**src/rtl/param_decoder_scan_pkg.sv**
```systemverilog
// Shared types and constants for the one-cold decoder / scanner.
package decoder_pkg;

    typedef enum logic {
        IDLE = 1'b0,
        SCAN = 1'b1
    } state_t;

    localparam logic MODE_DIRECT = 1'b0;
    localparam logic MODE_SCAN   = 1'b1;

    localparam int unsigned SEL_W_MIN = 2;
    localparam int unsigned SEL_W_MAX = 6;

endpackage

```
**src/rtl/param_decoder_scan_if.sv**
```systemverilog
// Control and output bundle of param_decoder_scan.
interface param_decoder_scan_if #(
    parameter int SEL_W   = 5,
    parameter int DWELL_W = 8
);
    logic                  en_n;
    logic                  mode;
    logic [SEL_W-1:0]      sel;
    logic [DWELL_W-1:0]    dwell;
    logic                  start;
    logic                  stop;
    logic [2**SEL_W-1:0]   y_n;
    logic [SEL_W-1:0]      idx;
    logic                  busy;
    logic                  wrap;

    modport master (
        output en_n, mode, sel, dwell, start, stop,
        input  y_n, idx, busy, wrap
    );

    modport slave (
        input  en_n, mode, sel, dwell, start, stop,
        output y_n, idx, busy, wrap
    );
endinterface

```
**src/rtl/param_decoder_scan_dec.sv**
```systemverilog
// Combinational SEL_W-to-N active-low one-cold decoder with active-low enable.
module onecold_dec #(
    parameter int SEL_W = 5
) (
    input  logic                en_n_i,
    input  logic [SEL_W-1:0]    sel_i,
    output logic [2**SEL_W-1:0] y_n_o
);
    always_comb begin
        y_n_o = '1;
        if (!en_n_i) begin
            y_n_o[sel_i] = 1'b0;
        end
    end
endmodule

```
**src/rtl/param_decoder_scan.sv**
```systemverilog
// Registered one-cold decoder with optional auto-scan (macro DECODER_SCAN_EN).
// Default build: direct decode only, busy/wrap tied low.
module param_decoder_scan
    import decoder_pkg::*;
#(
    parameter int SEL_W   = 5,
    parameter int DWELL_W = 8
) (
    input  logic                clk,
    input  logic                rst,
    param_decoder_scan_if.slave bus
);
    localparam int N = 2**SEL_W;

    if (SEL_W < int'(SEL_W_MIN) || SEL_W > int'(SEL_W_MAX)) begin : g_bad_sel_w
        $error("param_decoder_scan: SEL_W out of legal range");
    end

    logic [N-1:0]     y_n_q, y_n_d, dec_y_n;
    logic [SEL_W-1:0] idx_q, idx_d, dec_sel;
    logic             dec_en_n;

    onecold_dec #(.SEL_W(SEL_W)) u_dec (
        .en_n_i (dec_en_n),
        .sel_i  (dec_sel),
        .y_n_o  (dec_y_n)
    );

    assign y_n_d   = dec_y_n;
    assign bus.y_n = y_n_q;
    assign bus.idx = idx_q;

`ifdef DECODER_SCAN_EN
    state_t             state_q, state_d;
    logic [DWELL_W-1:0] cnt_q, cnt_d;
    logic               wrap_q, wrap_d;

    always_ff @(posedge clk or posedge rst) begin
        if (rst) begin
            state_q <= IDLE;
            y_n_q   <= '1;
            idx_q   <= '0;
            cnt_q   <= '0;
            wrap_q  <= 1'b0;
        end else begin
            state_q <= state_d;
            y_n_q   <= y_n_d;
            idx_q   <= idx_d;
            cnt_q   <= cnt_d;
            wrap_q  <= wrap_d;
        end
    end

    always_comb begin
        state_d  = state_q;
        idx_d    = idx_q;
        cnt_d    = cnt_q;
        wrap_d   = 1'b0;
        dec_en_n = 1'b1;
        dec_sel  = idx_q;
        unique case (state_q)
            IDLE: begin
                if (!bus.en_n) begin
                    if (bus.mode == MODE_DIRECT) begin
                        idx_d    = bus.sel;
                        dec_en_n = 1'b0;
                        dec_sel  = bus.sel;
                    end else if (bus.start && !bus.stop) begin
                        state_d  = SCAN;
                        idx_d    = bus.sel;
                        cnt_d    = bus.dwell;
                        dec_en_n = 1'b0;
                        dec_sel  = bus.sel;
                    end
                end
            end
            SCAN: begin
                if (bus.stop || bus.en_n) begin
                    state_d = IDLE;
                end else begin
                    dec_en_n = 1'b0;
                    if (cnt_q == '0) begin
                        // Wrap flag is registered alongside the new index so both change on the same edge.
                        idx_d   = idx_q + SEL_W'(1);
                        dec_sel = idx_q + SEL_W'(1);
                        cnt_d   = bus.dwell;
                        wrap_d  = (idx_q == '1);
                    end else begin
                        cnt_d = cnt_q - DWELL_W'(1);
                    end
                end
            end
            default: state_d = IDLE;
        endcase
    end

    assign bus.busy = (state_q == SCAN);
    assign bus.wrap = wrap_q;
`else
    logic unused_scan_inputs;

    always_ff @(posedge clk or posedge rst) begin
        if (rst) begin
            y_n_q <= '1;
            idx_q <= '0;
        end else begin
            y_n_q <= y_n_d;
            idx_q <= idx_d;
        end
    end

    always_comb begin
        dec_en_n = bus.en_n;
        dec_sel  = bus.sel;
        idx_d    = bus.en_n ? idx_q : bus.sel;
    end

    assign unused_scan_inputs = ^{bus.mode, bus.start, bus.stop, bus.dwell};
    assign bus.busy = 1'b0;
    assign bus.wrap = 1'b0;
`endif
endmodule

```
**src/flat_wrapper.sv**
```systemverilog
// flat-port wrapper written by rule: the top's interface ports become plain ports
module param_decoder_scan_flat import decoder_pkg::*;
#(
    parameter int SEL_W   = 5,
    parameter int DWELL_W = 8
)
  (clk, rst, bus_en_n, bus_mode, bus_sel, bus_dwell, bus_start, bus_stop, bus_y_n, bus_idx, bus_busy, bus_wrap);
  param_decoder_scan_if #(.SEL_W(SEL_W), .DWELL_W(DWELL_W)) bus_i ();
  input  logic clk;
  input  logic rst;
  input wire logic [$bits(bus_i.en_n)-1:0] bus_en_n;
  input wire logic [$bits(bus_i.mode)-1:0] bus_mode;
  input wire logic [$bits(bus_i.sel)-1:0] bus_sel;
  input wire logic [$bits(bus_i.dwell)-1:0] bus_dwell;
  input wire logic [$bits(bus_i.start)-1:0] bus_start;
  input wire logic [$bits(bus_i.stop)-1:0] bus_stop;
  output wire logic [$bits(bus_i.y_n)-1:0] bus_y_n;
  output wire logic [$bits(bus_i.idx)-1:0] bus_idx;
  output wire logic [$bits(bus_i.busy)-1:0] bus_busy;
  output wire logic [$bits(bus_i.wrap)-1:0] bus_wrap;
  assign bus_i.en_n = bus_en_n;
  assign bus_i.mode = bus_mode;
  assign bus_i.sel = bus_sel;
  assign bus_i.dwell = bus_dwell;
  assign bus_i.start = bus_start;
  assign bus_i.stop = bus_stop;
  assign bus_y_n = bus_i.y_n;
  assign bus_idx = bus_i.idx;
  assign bus_busy = bus_i.busy;
  assign bus_wrap = bus_i.wrap;
  param_decoder_scan #(.SEL_W(SEL_W), .DWELL_W(DWELL_W)) u_core (.clk(clk), .rst(rst), .bus(bus_i));
endmodule
```
**config.mk**
```make
export PLATFORM = sky130hd
export DESIGN_NAME = param_decoder_scan_flat
export DESIGN_NICKNAME = d
export VERILOG_FILES = /design/src/rtl/param_decoder_scan_pkg.sv /design/src/rtl/param_decoder_scan_if.sv /design/src/rtl/param_decoder_scan_dec.sv /design/src/rtl/param_decoder_scan.sv /design/src/flat_wrapper.sv
export SDC_FILE = /design/constraint.sdc
export NUM_CORES = 1
export LEC_CHECK = 0
export CAP_MARGIN = 20
export CORE_ASPECT_RATIO = 1.75
export CORE_MARGIN = 5
export CORE_UTILIZATION = 41
export CTS_CLUSTER_DIAMETER = 150
export CTS_CLUSTER_SIZE = 10
export DETAILED_ROUTE_END_ITERATION = 6
export GPL_TIMING_DRIVEN = 0
export MAX_ROUTING_LAYER = met4
export PLACE_DENSITY = 0.75
export SETUP_SLACK_MARGIN = 0.4
export SLEW_MARGIN = 20
export SYNTH_ARGS = -nofsm -noshare
export SYNTH_HDL_FRONTEND = slang
export SYNTH_SLANG_ARGS = --single-unit
```
**constraint.sdc**
```tcl
create_clock -name clk -period 1.08 [get_ports clk]
set_input_delay 0.162 -clock clk [delete_from_list [all_inputs] [get_ports clk]]
set_output_delay 0.162 -clock clk [all_outputs]
set_load 0.005 [all_outputs]
```
==> results.toml <==
[global_route]
gr-total-overflow = 0
antenna_found_initial = 0
grt_pass1_wl_mm = 4.78
grt_max_degree = 20
grt_pass1_vias = 973
grt_use_total_pct = 15.6

[routing]
drtIter0Drc = 6
drt-total-wl_mm = 3.02
post_drt_wl_per_cell_microns = 15.5
vias = 876
via_per_inst = 4.49
final_antenna_net_count = 0
dr.pass1.iters = 3
drc = 0

[timing]
timing.hold.ws_ns = 0.105
clock_skew_ns = 0
timing.setup.tns_ns = 0
setup_slack_ns = 0.000108
min_period_ns = 1.08
setup_viol = 0
finalCritPeriodShare_pct = 100
fmax_mhz = 926
hold_viol_final = 0
maxSlewViolCount = 0
rsz0062_at_grt = "yes"

[placement]
post-place-cells = 182
hpwl_mm = 2.06
place.gp.congestion = 0.692
dpl-instance-area_sq_mm = 0.00186
port_buffers = 44
dp_slack_ns = -0.465

[critical_path]
cp.required_ns = 0.92
worstReg2RegStart = "u_core.bus.idx[1]"
r2r_end = "u_core.bus.idx[1]"
rr_worst_depth = 2
critPathLaunchType = "register"
arrival_ns = 0.92
max_stage_delay_ns = 0.54
path_max_fanout = 1
cp_cell_sequence = "buf_6"
cp_top_family = "flip-flops"
crit_type = "register to output port"
critPathBufInv = 1
reg2reg_slack_ns = 0.21
cp_slowest_cell = "dfstp_2"
worstSetupEndpointType = "output port"

[clocking]
cts_tree = "done"
cts_buffers = 5
root_buffer = "clkbuf_8"
hold_buffers = 0
clk_pin_slew_ns = 0.07
clockBufferDepth = 2
clock-sinks = 37
htree_levels = 2
insertion_delay_ns = 0.27

[logic_synthesis]
synth-seq-cells = 37
synth_largest_area_cell = "dfstp_2"
synth_seq_area_share_pct = 72.6
synth_top_area_share_pct = 63.2
syn-cell-area_sq_mm = 0.00133
ys_warn_count = 0
syn-instance-count = 94
avgSynthCellArea_sq_um = 14.1
synth.area.top_cells = "dfstp_2 63%, dfrtp_1 9.4%, nand2_1 9.0%"
synth_cell_types = 16

[power_and_ir_drop]
vdd_drop_max_mv = 1.20
sw_frac_of_total_pct = 22.2
p_leak_nw = 0.798
p_comb_share_pct = 11.0
power_density_mw_per_mm2 = 1320
p_int_mw = 2.01
clock_power_share_pct = 33.1
power_frac_seq_pct = 55.9
finalPower_mw = 2.59
p_sw_mw = 0.574

[cells_and_area]
final_cell_mix = "32 x dfstp_2, 30 x nand2_1, 24 x buf_2"
drive_gt1_share_pct = 72.4
nets = 171
utilization_pct = 62.2
design_area_sq_mm = 0.00195
stdcell_count = 195
syn_to_final_growth_pct = 46.8
num_antenna_cells = 0
layout_commonest_cell = "dfstp_2"

[floorplan]
die_y_microns = 85.3
row_count = 27
core_area_sq_mm = 0.00314
initial_core_util_pct = 42.3
io_pins = 58
die_x_microns = 53.1
die-area_sq_mm = 0.00453

[hold_path]
holdCritPathClass = "input port to async pin"

[status]
status = "completed"

[job]
cap_violations = 0
layer usage:
layer  GRT usage [%]  wire, microns  vias to the layer above
li1                -              -                      407
met1            15.5           1060                      434
met2            27.0           1730                       29
met3            3.69            167                        6
met4            8.14             59                        0
met5               -              0                        -
flip-flops by register name, summed over array words and instances, names as in the netlist:
signal / count
u_core.bus.idx: 5
u_core.bus.y_n: 32
worst max-delay path by stage:
stage	slack, ns	end	from	cells past startpoint
4_1_cts	-0.01	bus_y_n[22]	u_core.bus.y_n[22]	1
3_3_place_gp	-0.41	u_core.bus.idx[3]	bus_en_n	3
6_report	0.0001	bus_y_n[22]	u_core.bus.y_n[22]	1
3_5_place_dp	-0.46	u_core.bus.idx[1]	bus_en_n	3
2_1_floorplan	0.34	u_core.bus.idx[0]	u_core.bus.idx[0]	1
5_1_grt	-0.03	bus_y_n[22]	u_core.bus.y_n[22]	1
cell usage after synthesis, drive strengths merged:
master / instances
and2: 1
and4b: 1
and4bb: 3
buf: 6
conb: 1
dfrtp: 5
dfstp: 32
inv: 1
mux2: 5
nand2: 32
nor2: 1
nor2b: 2
nor4: 1
nor4b: 3
power by group through the flow:
stage	Combinational (mW)	Clock (mW)	Sequential, mW
floorplan	0.105	0	1.47
global placement	0.241	0	1.46
detailed placement	0.250	0	1.46
CTS	0.253	0.884	1.44
global route	0.308	0.960	1.45
finish	0.284	0.856	1.45
final cells by class:
type	instances	area, sq um
clock buffer	6	72.6
tap	43	53.8
timing repair inverter	1	7.51
inverter	1	7.51
buffer	6	55.1
fill	284	1190
timing repair buffer	49	407
sequential	37	966
clock inverter	1	5.00
multi-input combinational	51	379
timing repair:
item                                    CTS  global route
gates resized for setup                 198            13
endpoints found under the setup margin  111            62
buffers inserted                          2             2
endpoints found under the hold margin     0             0
pin swaps                                 3             3
cloned                                    1             1
kinds of logic after synthesis:
| kind of cell | share of synthesized area [%] |
|---|---|
| flops | 72.6 |
| simple gates | 20.0 |
| other cells | 0.282 |
| mux | 4.23 |
| buf+inv | 2.82 |
No activity file was read; power rests on OpenSTA's default activity.
